==> config.mk <==
export PLATFORM = sky130hd
export DESIGN_NAME = ddr5_bank_sched
export DESIGN_NICKNAME = d
export VERILOG_FILES = /design/src/rtl/ddr5_sched_pkg.sv /design/src/rtl/ddr5_bank_table.sv /design/src/rtl/ddr5_bank_sched.sv
export SDC_FILE = /design/constraint.sdc
export NUM_CORES = 1
export LEC_CHECK = 0
export CORE_MARGIN = 10
export CORE_UTILIZATION = 34
export DETAILED_ROUTE_END_ITERATION = 12
export GPL_TIMING_DRIVEN = 0
export PLACE_DENSITY = 0.54
export SLEW_MARGIN = 25
export SYNTH_ARGS = -nofsm -noshare
export SYNTH_HDL_FRONTEND = slang
export SYNTH_SLANG_ARGS = --single-unit
==> constraint.sdc <==
create_clock -name mem_clk -period 6.71 [get_ports mem_clk]
set_clock_uncertainty 0.1 [all_clocks]
set_input_delay 1.342 -clock mem_clk [delete_from_list [all_inputs] [get_ports mem_clk]]
set_output_delay 1.342 -clock mem_clk [all_outputs]
set_load 0.1 [all_outputs]
==> src/rtl/ddr5_sched_pkg.sv <==
// ----------------------------------------------------------------------------
// ddr5_sched_pkg
// Shared types for the DDR5 bank scheduler: command codes driven on cmd,
// scheduler FSM states and address-field offset helpers.
// Optional feature macro: REFRESH_EN (adds the refresh FSM states).
// ----------------------------------------------------------------------------
package ddr5_sched_pkg;

    typedef enum logic [2:0] {
        CMD_NOP  = 3'd0,
        CMD_ACT  = 3'd1,
        CMD_RD   = 3'd2,
        CMD_WR   = 3'd3,
        CMD_PRE  = 3'd4,
        CMD_PREA = 3'd5,
        CMD_REF  = 3'd6
    } cmd_e;

    typedef enum logic [3:0] {
        S_IDLE,
        S_PRE,
        S_WAIT_RP,
        S_ACT,
        S_WAIT_RCD,
        S_CAS,
        S_WAIT_CL,
        S_BURST
`ifdef REFRESH_EN
        ,
        S_PREA,
        S_WAIT_RPA,
        S_REF,
        S_WAIT_RFC
`endif
    } state_e;

    // Bank field sits directly above the column field.
    function automatic int unsigned bank_lsb(input int unsigned col_w);
        return col_w;
    endfunction

    // Row field sits directly above the bank field.
    function automatic int unsigned row_lsb(input int unsigned col_w,
                                            input int unsigned bank_w);
        return col_w + bank_w;
    endfunction

    function automatic int unsigned max_u(input int unsigned a,
                                          input int unsigned b);
        return (a > b) ? a : b;
    endfunction

endpackage

==> src/rtl/ddr5_bank_table.sv <==
// ----------------------------------------------------------------------------
// ddr5_bank_table
// Per-bank open-row table for the open-page policy.
// Ports:
//   i_clk, i_rst            clock, asynchronous active-high reset (all closed)
//   i_lk_bank, i_lk_row     lookup key
//   o_open, o_hit           looked-up bank is open / open on i_lk_row
//   o_any_open              at least one bank open
//   i_open_en/_bank/_row    mark a bank open on a row
//   i_close_en/_bank        mark a bank closed
//   i_close_all             mark every bank closed
// ----------------------------------------------------------------------------
module ddr5_bank_table #(
    parameter int unsigned BANK_W = 2,
    parameter int unsigned ROW_W  = 16
) (
    input  logic              i_clk,
    input  logic              i_rst,
    input  logic [BANK_W-1:0] i_lk_bank,
    input  logic [ROW_W-1:0]  i_lk_row,
    output logic              o_open,
    output logic              o_hit,
    output logic              o_any_open,
    input  logic              i_open_en,
    input  logic [BANK_W-1:0] i_open_bank,
    input  logic [ROW_W-1:0]  i_open_row,
    input  logic              i_close_en,
    input  logic [BANK_W-1:0] i_close_bank,
    input  logic              i_close_all
);

    localparam int unsigned NUM_BANKS = 2 ** BANK_W;

    logic [NUM_BANKS-1:0] r_open;
    logic [ROW_W-1:0]     r_row [NUM_BANKS];

    always_ff @(posedge i_clk or posedge i_rst) begin
        if (i_rst) begin
            r_open <= '0;
            for (int unsigned i = 0; i < NUM_BANKS; i++) begin
                r_row[i] <= '0;
            end
        end else if (i_close_all) begin
            r_open <= '0;
        end else begin
            if (i_close_en) begin
                r_open[i_close_bank] <= 1'b0;
            end
            if (i_open_en) begin
                r_open[i_open_bank] <= 1'b1;
                r_row[i_open_bank]  <= i_open_row;
            end
        end
    end

    assign o_open     = r_open[i_lk_bank];
    assign o_hit      = o_open && (r_row[i_lk_bank] == i_lk_row);
    assign o_any_open = |r_open;

endmodule

==> src/rtl/ddr5_bank_sched.sv <==
// ----------------------------------------------------------------------------
// ddr5_bank_sched
// Read/write request scheduler with write-starvation protection and an
// open-page bank table. Issues PRE/ACT/RD/WR with tRP/tRCD/CL spacing and
// drives the SerDes data phase for BL beats. One request in flight.
// Optional feature macro: REFRESH_EN (periodic PREA/REF, T_REFI/T_RFC).
// Ports:
//   mem_clk, rst              clock, asynchronous active-high reset
//   rd_empty/rd_adrs/rd_pop   read-address FIFO head and pop pulse
//   wr_empty/wr_adrs/wr_pop   write-address FIFO head and pop pulse
//   cmd_valid, cmd            command strobe and code (cmd_e)
//   cmd_bank/cmd_row/cmd_col  command fields, held between commands
//   serdes_en, serdes_sel     data-phase enable, 0 = read / 1 = write
//   busy                      FSM not idle
// ----------------------------------------------------------------------------
module ddr5_bank_sched
    import ddr5_sched_pkg::*;
#(
    parameter int unsigned ADDR_W    = 32,
    parameter int unsigned COL_W     = 10,
    parameter int unsigned BANK_W    = 2,
    parameter int unsigned ROW_W     = 16,
    parameter int unsigned T_RP      = 25,
    parameter int unsigned T_RCD     = 5,
    parameter int unsigned CL        = 20,
    parameter int unsigned BL        = 2,
    parameter int unsigned WR_STARVE = 4
`ifdef REFRESH_EN
    ,
    parameter int unsigned T_REFI    = 3900,
    parameter int unsigned T_RFC     = 295
`endif
) (
    input  logic              mem_clk,
    input  logic              rst,
    input  logic              rd_empty,
    input  logic [ADDR_W-1:0] rd_adrs,
    output logic              rd_pop,
    input  logic              wr_empty,
    input  logic [ADDR_W-1:0] wr_adrs,
    output logic              wr_pop,
    output logic              cmd_valid,
    output logic [2:0]        cmd,
    output logic [BANK_W-1:0] cmd_bank,
    output logic [ROW_W-1:0]  cmd_row,
    output logic [COL_W-1:0]  cmd_col,
    output logic              serdes_en,
    output logic              serdes_sel,
    output logic              busy
);

    localparam int unsigned BANK_LSB = bank_lsb(COL_W);
    localparam int unsigned ROW_LSB  = row_lsb(COL_W, BANK_W);
`ifdef REFRESH_EN
    localparam int unsigned MAX_D = max_u(max_u(max_u(T_RP, T_RCD), max_u(CL, BL)), T_RFC);
`else
    localparam int unsigned MAX_D = max_u(max_u(T_RP, T_RCD), max_u(CL, BL));
`endif
    localparam int unsigned CNT_W = $clog2(MAX_D);
    localparam int unsigned SW    = $clog2(WR_STARVE + 1);

    // The shared counter is loaded on entry to each issuing state, so the
    // wait state is left exactly <delay> cycles after the command cycle.
    localparam logic [CNT_W-1:0] L_RP  = CNT_W'(T_RP - 1);
    localparam logic [CNT_W-1:0] L_RCD = CNT_W'(T_RCD - 1);
    localparam logic [CNT_W-1:0] L_CL  = CNT_W'(CL - 1);
    localparam logic [CNT_W-1:0] L_BL  = CNT_W'(BL - 1);
    localparam logic [SW-1:0]    L_STV = SW'(WR_STARVE);

    state_e            r_state;
    logic [CNT_W-1:0]  r_cnt;
    logic [SW-1:0]     r_starve;
    logic              r_dir;
    logic [BANK_W-1:0] r_bank;
    logic [ROW_W-1:0]  r_row;
    logic [COL_W-1:0]  r_col;
    logic              r_cmd_valid;
    cmd_e              r_cmd;
    logic [BANK_W-1:0] r_cmd_bank;
    logic [ROW_W-1:0]  r_cmd_row;
    logic [COL_W-1:0]  r_cmd_col;
    logic              r_ser_en;
    logic              r_ser_sel;

    logic              w_req_ok;
    logic              w_grant_rd;
    logic              w_grant_wr;
    logic [ADDR_W-1:0] w_head;
    logic [BANK_W-1:0] w_head_bank;
    logic [ROW_W-1:0]  w_head_row;
    logic [COL_W-1:0]  w_head_col;
    logic              w_lk_open;
    logic              w_lk_hit;
    logic              w_any_open;
    logic              w_close_all;
    logic              w_unused;

`ifdef REFRESH_EN
    localparam int unsigned RW = $clog2(T_REFI);
    logic [RW-1:0] r_refi;
    logic          r_ref_pend;
    logic          w_ref_done;

    assign w_ref_done  = (r_state == S_WAIT_RFC) && (r_cnt == '0);
    assign w_close_all = (r_state == S_PREA);
    assign w_req_ok    = (r_state == S_IDLE) && !r_ref_pend;
    assign w_unused    = ^w_head[ADDR_W-1:ROW_LSB+ROW_W];

    always_ff @(posedge mem_clk or posedge rst) begin
        if (rst) begin
            r_refi     <= '0;
            r_ref_pend <= 1'b0;
        end else begin
            if (w_ref_done) begin
                r_ref_pend <= 1'b0;
            end
            if (r_refi == RW'(T_REFI - 1)) begin
                r_refi     <= '0;
                r_ref_pend <= 1'b1;
            end else begin
                r_refi <= r_refi + 1'b1;
            end
        end
    end
`else
    assign w_close_all = 1'b0;
    assign w_req_ok    = (r_state == S_IDLE);
    assign w_unused    = ^{w_head[ADDR_W-1:ROW_LSB+ROW_W], w_any_open};
`endif

    // Read wins unless the waiting write has been passed over WR_STARVE times.
    assign w_grant_rd  = w_req_ok && !rd_empty && (wr_empty || (r_starve != L_STV));
    assign w_grant_wr  = w_req_ok && !wr_empty && !w_grant_rd;
    assign rd_pop      = w_grant_rd && !rst;
    assign wr_pop      = w_grant_wr && !rst;

    assign w_head      = w_grant_wr ? wr_adrs : rd_adrs;
    assign w_head_bank = w_head[BANK_LSB +: BANK_W];
    assign w_head_row  = w_head[ROW_LSB +: ROW_W];
    assign w_head_col  = w_head[COL_W-1:0];

    ddr5_bank_table #(
        .BANK_W (BANK_W),
        .ROW_W  (ROW_W)
    ) u_bank_table (
        .i_clk        (mem_clk),
        .i_rst        (rst),
        .i_lk_bank    (w_head_bank),
        .i_lk_row     (w_head_row),
        .o_open       (w_lk_open),
        .o_hit        (w_lk_hit),
        .o_any_open   (w_any_open),
        .i_open_en    (r_state == S_ACT),
        .i_open_bank  (r_bank),
        .i_open_row   (r_row),
        .i_close_en   (r_state == S_PRE),
        .i_close_bank (r_bank),
        .i_close_all  (w_close_all)
    );

    always_ff @(posedge mem_clk or posedge rst) begin
        if (rst) begin
            r_state     <= S_IDLE;
            r_cnt       <= '0;
            r_starve    <= '0;
            r_dir       <= 1'b0;
            r_bank      <= '0;
            r_row       <= '0;
            r_col       <= '0;
            r_cmd_valid <= 1'b0;
            r_cmd       <= CMD_NOP;
            r_cmd_bank  <= '0;
            r_cmd_row   <= '0;
            r_cmd_col   <= '0;
            r_ser_en    <= 1'b0;
            r_ser_sel   <= 1'b0;
        end else begin
            r_cmd_valid <= 1'b0;
            r_cmd       <= CMD_NOP;
            if (r_cnt != '0) begin
                r_cnt <= r_cnt - 1'b1;
            end
            case (r_state)
                S_IDLE: begin
`ifdef REFRESH_EN
                    if (r_ref_pend) begin
                        r_cmd_valid <= 1'b1;
                        if (w_any_open) begin
                            r_cmd   <= CMD_PREA;
                            r_cnt   <= L_RP;
                            r_state <= S_PREA;
                        end else begin
                            r_cmd   <= CMD_REF;
                            r_cnt   <= CNT_W'(T_RFC - 1);
                            r_state <= S_REF;
                        end
                    end else if (w_grant_rd || w_grant_wr) begin
`else
                    if (w_grant_rd || w_grant_wr) begin
`endif
                        r_dir       <= w_grant_wr;
                        r_bank      <= w_head_bank;
                        r_row       <= w_head_row;
                        r_col       <= w_head_col;
                        r_cmd_valid <= 1'b1;
                        r_cmd_bank  <= w_head_bank;
                        if (w_grant_wr) begin
                            r_starve <= '0;
                        end else if (!wr_empty && (r_starve != L_STV)) begin
                            r_starve <= r_starve + 1'b1;
                        end
                        if (w_lk_hit) begin
                            r_cmd     <= w_grant_wr ? CMD_WR : CMD_RD;
                            r_cmd_col <= w_head_col;
                            r_cnt     <= L_CL;
                            r_state   <= S_CAS;
                        end else if (w_lk_open) begin
                            r_cmd   <= CMD_PRE;
                            r_cnt   <= L_RP;
                            r_state <= S_PRE;
                        end else begin
                            r_cmd     <= CMD_ACT;
                            r_cmd_row <= w_head_row;
                            r_cnt     <= L_RCD;
                            r_state   <= S_ACT;
                        end
                    end
                end
                S_PRE:      r_state <= S_WAIT_RP;
                S_WAIT_RP: begin
                    if (r_cnt == '0) begin
                        r_cmd_valid <= 1'b1;
                        r_cmd       <= CMD_ACT;
                        r_cmd_bank  <= r_bank;
                        r_cmd_row   <= r_row;
                        r_cnt       <= L_RCD;
                        r_state     <= S_ACT;
                    end
                end
                S_ACT:      r_state <= S_WAIT_RCD;
                S_WAIT_RCD: begin
                    if (r_cnt == '0) begin
                        r_cmd_valid <= 1'b1;
                        r_cmd       <= r_dir ? CMD_WR : CMD_RD;
                        r_cmd_bank  <= r_bank;
                        r_cmd_col   <= r_col;
                        r_cnt       <= L_CL;
                        r_state     <= S_CAS;
                    end
                end
                S_CAS:      r_state <= S_WAIT_CL;
                S_WAIT_CL: begin
                    if (r_cnt == '0) begin
                        r_ser_en  <= 1'b1;
                        r_ser_sel <= r_dir;
                        r_cnt     <= L_BL;
                        r_state   <= S_BURST;
                    end
                end
                S_BURST: begin
                    if (r_cnt == '0) begin
                        r_ser_en  <= 1'b0;
                        r_ser_sel <= 1'b0;
                        r_state   <= S_IDLE;
                    end
                end
`ifdef REFRESH_EN
                S_PREA:     r_state <= S_WAIT_RPA;
                S_WAIT_RPA: begin
                    if (r_cnt == '0) begin
                        r_cmd_valid <= 1'b1;
                        r_cmd       <= CMD_REF;
                        r_cnt       <= CNT_W'(T_RFC - 1);
                        r_state     <= S_REF;
                    end
                end
                S_REF:      r_state <= S_WAIT_RFC;
                S_WAIT_RFC: begin
                    if (r_cnt == '0) begin
                        r_state <= S_IDLE;
                    end
                end
`endif
                default:    r_state <= S_IDLE;
            endcase
        end
    end

    assign cmd_valid  = r_cmd_valid;
    assign cmd        = r_cmd;
    assign cmd_bank   = r_cmd_bank;
    assign cmd_row    = r_cmd_row;
    assign cmd_col    = r_cmd_col;
    assign serdes_en  = r_ser_en;
    assign serdes_sel = r_ser_sel;
    assign busy       = (r_state != S_IDLE);

endmodule

**Yosys cells after proc, flatten, opt, wreduce, memory -nomap -nowiden**

Cells that the tools add are included.
Widths: inputs -> output; s select.

- $add $sub $neg: 2
- Magnitude comparators: 6
- Eq/ne operators: 18
- Mux-type cells: 59
- Bitwise logic cells: 5
- Reductions and logical operators: 33

Operator list:

| kind | count |
|---|---|
| $mux 16 | 7 |
| $bwmux 64 | 1 |
| $mux 5 | 7 |
| $bmux 16 s2 | 1 |
| $demux 16 s2 | 1 |
| $pmux 16 s2 | 1 |
| $pmux 4 s8 | 1 |
| $mux 10 | 3 |
| $mux 28 | 1 |
| $mux 4 | 7 |
| $pmux 10 s2 | 1 |
| $pmux 5 s4 | 1 |
| $mux 3 | 6 |
| $eq 16x16->1 | 1 |
| $eq 4x3->1 const B | 4 |
| $ne 2x2->1 const B | 6 |
| $logic_and 1x1->1 | 10 |
| $mux 1 | 10 |
| $reduce_and 5->1 | 2 |
| $reduce_bool 2->1 | 5 |
| $pmux 3 s3 | 1 |
| $reduce_and 3->1 | 3 |
| $eq 4x2->1 const B | 2 |
| $mux 2 | 4 |
| other kinds (26) | 37 |

- Register bits after elaboration: 143
- Input bits: 68
- Output and inout bits: 37
- Word-level logic and storage cells: 142

**Logic depth before layout (Yosys ltp)**

- Depth in word-level cells: 15
- Gate-level depth with buffers: 14
- Depth with buffers taken out: 11

**Modules after synthesis**

A second synthesis with hierarchy kept.

- Cells, all modules: 601
- Area total of the unflattened synthesis: 7033.0 um^2

By module, submodules not included:

| module | instances | cells an instance | area each (um^2) |
|---|---|---|---|
| ddr5_bank_sched | 1 | 404 | 3858.7 |
| ddr5_bank_table | 1 | 197 | 3174.3 |

**Least setup slack after synthesis**

OpenSTA, ideal clock, no wires.

- Kind: register -> output
- Start: register r_state[2]
- End: output rd_pop
- Arrival time: 3.672 ns
- Required time: 5.268 ns
- Setup slack: 1.596 ns
- Stages on the path, launching flop included: 5
- Buffers on the path: 1
- Cells stage by stage: dfrtp_1 buf_1 nor2_1 nand2_1 nor3_1

- Word-level cells in the longest chain between the ends: 4

RTL lines:

| what | line | source |
|---|---|---|
| start: declaration | ddr5_bank_sched.sv:70 | `state_e r_state;` |
| start signal: assignment | ddr5_bank_sched.sv:163 | `r_state <= S_IDLE;` |
| start signal: assignment | ddr5_bank_sched.sv:216 | `r_state <= S_CAS;` |
| start signal: assignment | ddr5_bank_sched.sv:220 | `r_state <= S_PRE;` |
| $logic_not 4->1 | ddr5_bank_sched.sv:127 | `assign w_req_ok = (r_state == S_IDLE);` |
| $logic_and 1x1->1 (2 in series) | ddr5_bank_sched.sv:132 | `assign w_grant_rd = w_req_ok && !rd_empty && (wr_empty \|\| (r_starve != L_STV));` |
| $logic_and 1x1->1 | ddr5_bank_sched.sv:134 | `assign rd_pop = w_grant_rd && !rst;` |
| end: declaration | ddr5_bank_sched.sv:38 | `output logic rd_pop,` |

No other way between the ends.

**Final worst setup path**

- Start: input rd_empty
- End: output wr_pop

- Word-level cells in the longest chain between the ends: 6

RTL lines:

| what | line | source |
|---|---|---|
| start: declaration | ddr5_bank_sched.sv:36 | `input logic rd_empty,` |
| $logic_not 1->1 | ddr5_bank_sched.sv:132 |  |
| $logic_and 1x1->1 (2 in series) | ddr5_bank_sched.sv:132 |  |
| $logic_not 1->1 | ddr5_bank_sched.sv:133 | `assign w_grant_wr = w_req_ok && !wr_empty && !w_grant_rd;` |
| $logic_and 1x1->1 | ddr5_bank_sched.sv:133 |  |
| $logic_and 1x1->1 | ddr5_bank_sched.sv:135 | `assign wr_pop = w_grant_wr && !rst;` |
| end: declaration | ddr5_bank_sched.sv:41 | `output logic wr_pop,` |

No other way between the ends.

==> impl_summary.log <==
[metrics] worst relative slew slack: approximately 32%
[metrics] Antenna Violating Nets Remaining: 0
[metrics] initial antenna violation count: 0
[metrics] Compound-Gate Fraction of Synth Area: between 10% and 20%
[metrics] Ant. Diodes: 0
[metrics] xor and xnor fraction of the mapped netlist area: under 10%
[metrics] Starting Density: a little over a third
[metrics] RSZ-0062 raised after global routing: false
[metrics] Seq/Total Area, Yosys: about half
[metrics] met2 Use GR: 26.0%
[metrics] required time reported for the critical path endpoint: about 5.3 ns
[metrics] Area Overhead vs Synth: 25.6%
[metrics] synthesis-stage register bit count: 142
[metrics] Remaining DRCs: 0
[metrics] mean number of vias per cell: around 5.2
[metrics] global route hottest layer: met2
[metrics] total power density per cell area: between 400 and 500 mW/mm^2
[metrics] area leader, netlist: sky130_fd_sc_hd__dfrtp_1
[metrics] Synthesized Nets: 750
[metrics] H-tree depth: 4
[metrics] Placement Rows: 53
[metrics] maximum frequency from static timing analysis: ~160 MHz
[metrics] count of flip-flops with a built-in enable after synthesis: 0
[metrics] critical-path maximum fanout: 10
[metrics] met1 Resource Use GR: 20.2%
[metrics] count of vias placed by the detailed router: 5,621
[metrics] run status: completed
[metrics] count of clock tree sinks: 142
[metrics] source-to-sink clock delay at the later pin of the worst-skew pair: 0.43 ns
[metrics] most used cells in the layout excluding fill and tap cells: sky130_fd_sc_hd__dfrtp_1 (142), sky130_fd_sc_hd__nand2_1 (106), sky130_fd_sc_hd__clkdlybuf4s50_1 (95)
[metrics] total wirelength of the detailed-routed design: ~22,000 um
[metrics] cts repair resizes: 0
[metrics] placed wire-length estimate: ~16,000 um
[metrics] Least-Margin Pin Slew: between 1 and 1.5 ns
[metrics] DRC marker count from the first detailed-route iteration: around 420
[metrics] fraction of synthesis flops using an asynchronous set or reset pin: 100%
[metrics] top area cells in the synthesized netlist: sky130_fd_sc_hd__dfrtp_1 (48%), sky130_fd_sc_hd__mux2_2 (11%), sky130_fd_sc_hd__mux2i_1 (6.6%), sky130_fd_sc_hd__nand2_1 (5.4%), sky130_fd_sc_hd__o21ai_0 (4.7%)
[metrics] yosys warns: 0
[metrics] met3 demand-to-capacity share in global routing: ~3.3%
[metrics] mapped cell area: ~0.0074 sq mm
[metrics] clock buffers created by TritonCTS: 17
[metrics] Placeable Area: about 0.021 sq mm
[metrics] max-slew violation total from the final report: 0
[metrics] fraction of the mapped netlist area in adder cells: less than 1%
[metrics] arrival time worst endpoint: between 4 and 5 ns
[metrics] Port-buffer cells: 95
[metrics] max_cap viols: 0
[metrics] Clock transition at path regs: 0.06 ns
[metrics] cell at the root of the clock tree: sky130_fd_sc_hd__clkbuf_16
[metrics] Top FF cell, synth: sky130_fd_sc_hd__dfrtp_1
[metrics] final setup violation count: 0
[metrics] global-route wire length before repair: between 30,000 and 40,000 um
[metrics] Simple-Gate Fraction of Synth Area: about a tenth
[metrics] nets@finish: around 870
[metrics] Worst Hold Slack: between 0.3 and 0.4 ns
[metrics] combined global-route utilization of all metal layers: 15.8%
[metrics] worst hold path type: flip-flop to flip-flop
[metrics] I/O pin total: ~110
[metrics] largest family of logic cells by synthesized area: multiplexers
[metrics] FILL cells: between 2,000 and 2,500
[metrics] crit share post-route: between 90% and 100%
[metrics] remaining global-route overflow: 0
[metrics] Worst IR Drop VDD: between 0.3 and 0.4 mV
[metrics] proportion of synthesized area in mux cells: between 20% and 30%
[metrics] launching element type of the critical path: primary input
[metrics] maximum buffer depth of the clock tree: 2
[metrics] overall die height: 167 um
[metrics] class of the most critical setup path: primary input to output pin
[metrics] post-route non-filler standard cell count: ~1,100
[metrics] Die Wd: 167 um
[metrics] Die ar.: 0.0281 sq mm
[metrics] final count of hold timing violations: 0
[metrics] share of post-route cells with drive strength above 1: between 10% and 20%
[metrics] Pre-antenna DRT Iters: 5
[metrics] Mean Syn Cell Area: about 11 sq um
[metrics] post-layout minimum cycle time: 6.42 ns
[metrics] number of different library cells in the post-synthesis netlist: between 40 and 50
[metrics] largest net degree at the start of global routing: around 100
[metrics] synthesized netlist cell count: 677
[metrics] CTS Hold Buffers Added: 0
[metrics] number of placed cells counting well taps: 1,048
[metrics] clock tree from TritonCTS: yes
[metrics] routed len/inst: roughly 20 um
[metrics] number of setup buffers added after CTS: 0
[metrics] routability cong.: ~0.85
[metrics] fraction of post-synthesis cell area in the top cell type by area: ~48%
[metrics] most frequent standard cell in the layout excluding fill and tap cells: sky130_fd_sc_hd__dfrtp_1
[metrics] number of global-route vias before repair: about 6,000
[metrics] CP Capture Type: output pin
[metrics] leakage power total: about 0.0042 uW
worst paths after layout:
check | startpoint | to | slack [ns] | depth (start not counted)
min in group asynchronous | rst | r_starve[2] | 1.25 | 2
hold / removal | r_col[9] | r_col[9] | 0.38 | 2
setup reg to reg | r_state[1] | cmd_col[1] | 2.80 | 12
max in group asynchronous | rst | cmd_col[2] | 4.47 | 3
setup / recovery | rd_empty | wr_pop | 0.29 | 8
hold reg to reg | r_col[9] | r_col[9] | 0.38 | 2
routing by layer:
| metal | vias to the layer above | share of wire (%) |
|---|---|---|
| li1 | 2623 | - |
| met1 | 2859 | 45 |
| met2 | 118 | 49 |
| met3 | 21 | 4.3 |
| met4 | 0 | 1.8 |
| met5 | - | 0 |
power breakdown:
part / switching [uW] / total (uW) / internal (uW) / leakage (uW)
logic: 1140 / 1760 / 625 / 0.00204
clock network: 355 / 924 / 570 / 0.000279
registers: 287 / 1510 / 1220 / 0.00186
total: 1780 / 4200 / 2420 / 0.00418
sequential cells by signal (all words and copies together), names as in the netlist, named ones only:
signal and cells:
r_state 3, cmd_valid 1, r_cnt 5, r_starve 3, u_bank_table.r_open 3, u_bank_table.r_row 64, r_row 16, r_bank 2
r_dir 1, serdes_en 1, cmd_bank 2, cmd_row 16, r_col 10, cmd 3, cmd_col 10, serdes_sel 1
synthesized netlist by cell type (2+ instances only):
| cell | n |
|---|---|
| sky130_fd_sc_hd__dfrtp_1 | 142 |
| sky130_fd_sc_hd__nand2_1 | 106 |
| sky130_fd_sc_hd__o21ai_0 | 70 |
| sky130_fd_sc_hd__mux2_2 | 69 |
| sky130_fd_sc_hd__mux2i_1 | 49 |
| sky130_fd_sc_hd__clkbuf_1 | 28 |
| sky130_fd_sc_hd__nor2_1 | 28 |
| sky130_fd_sc_hd__xnor2_1 | 25 |
| sky130_fd_sc_hd__a21oi_1 | 22 |
| sky130_fd_sc_hd__nand2b_1 | 16 |
| sky130_fd_sc_hd__xor2_1 | 13 |
| sky130_fd_sc_hd__mux4_2 | 12 |
| sky130_fd_sc_hd__mux2_4 | 10 |
| sky130_fd_sc_hd__a211oi_1 | 9 |
| sky130_fd_sc_hd__a311oi_1 | 8 |
| sky130_fd_sc_hd__inv_1 | 7 |
| sky130_fd_sc_hd__buf_1 | 5 |
| sky130_fd_sc_hd__ha_1 | 5 |
| sky130_fd_sc_hd__nand3_1 | 5 |
| sky130_fd_sc_hd__nand4_1 | 5 |
| sky130_fd_sc_hd__nor4_1 | 5 |
| sky130_fd_sc_hd__a31oi_1 | 3 |
| sky130_fd_sc_hd__buf_2 | 3 |
| sky130_fd_sc_hd__buf_6 | 3 |
| sky130_fd_sc_hd__o22ai_1 | 3 |
| sky130_fd_sc_hd__or2_2 | 3 |
| sky130_fd_sc_hd__a21o_1 | 2 |
| sky130_fd_sc_hd__nand3b_1 | 2 |
| sky130_fd_sc_hd__nor3_1 | 2 |
worst max-delay path: stages:
cell and delay (ns):
sky130_fd_sc_hd__clkdlybuf4s50_1 0.61, sky130_fd_sc_hd__a21o_1 0.11, sky130_fd_sc_hd__clkbuf_1 0.35, sky130_fd_sc_hd__nand2_1 0.30
sky130_fd_sc_hd__buf_2 0.35, sky130_fd_sc_hd__buf_1 0.49, sky130_fd_sc_hd__nor2_1 0.25, sky130_fd_sc_hd__clkdlybuf4s50_1 1.17
layout make-up:
cell class                 count  area [sq um]  area share, %
clock inverter                 7          87.6          0.943
tap                          275           344           3.70
buffer                        39           173           1.86
timing repair buffer          96           978           10.5
inverter                       9          41.3          0.444
sequential                   142          3550           38.2
multi-input combinational    487          3640           39.1
clock buffer                  23           478           5.14
logic make-up after synthesis:
logic type                 Yosys count
DFF                                142
muxes                              142
adders and majority gates            5
buffers and inverters               48
xor gates and xnor gates            38
AOI/OAI and AO/OA                  126
and+or+nand+nor                    176
metrics by stage:
stage / TNS [ns] / area (sq um) / power, uW / worst slack (ns) / utilization, %
2_1_floorplan: 0 / 7400 / 2790 / 1.46 / -
3_3_place_gp: -75.45 / 8690 / 3220 / -0.542 / 41.0
3_5_place_dp: 0 / 8730 / 3290 / 0.258 / 41.1
4_1_cts: 0 / 9290 / 4230 / 0.255 / 43.8
5_1_grt: 0 / 9290 / 4440 / 0.0690 / 43.8
6_report: 0 / 9290 / 4200 / 0.286 / 43.8
No activity file was read; power rests on OpenSTA's default activity.
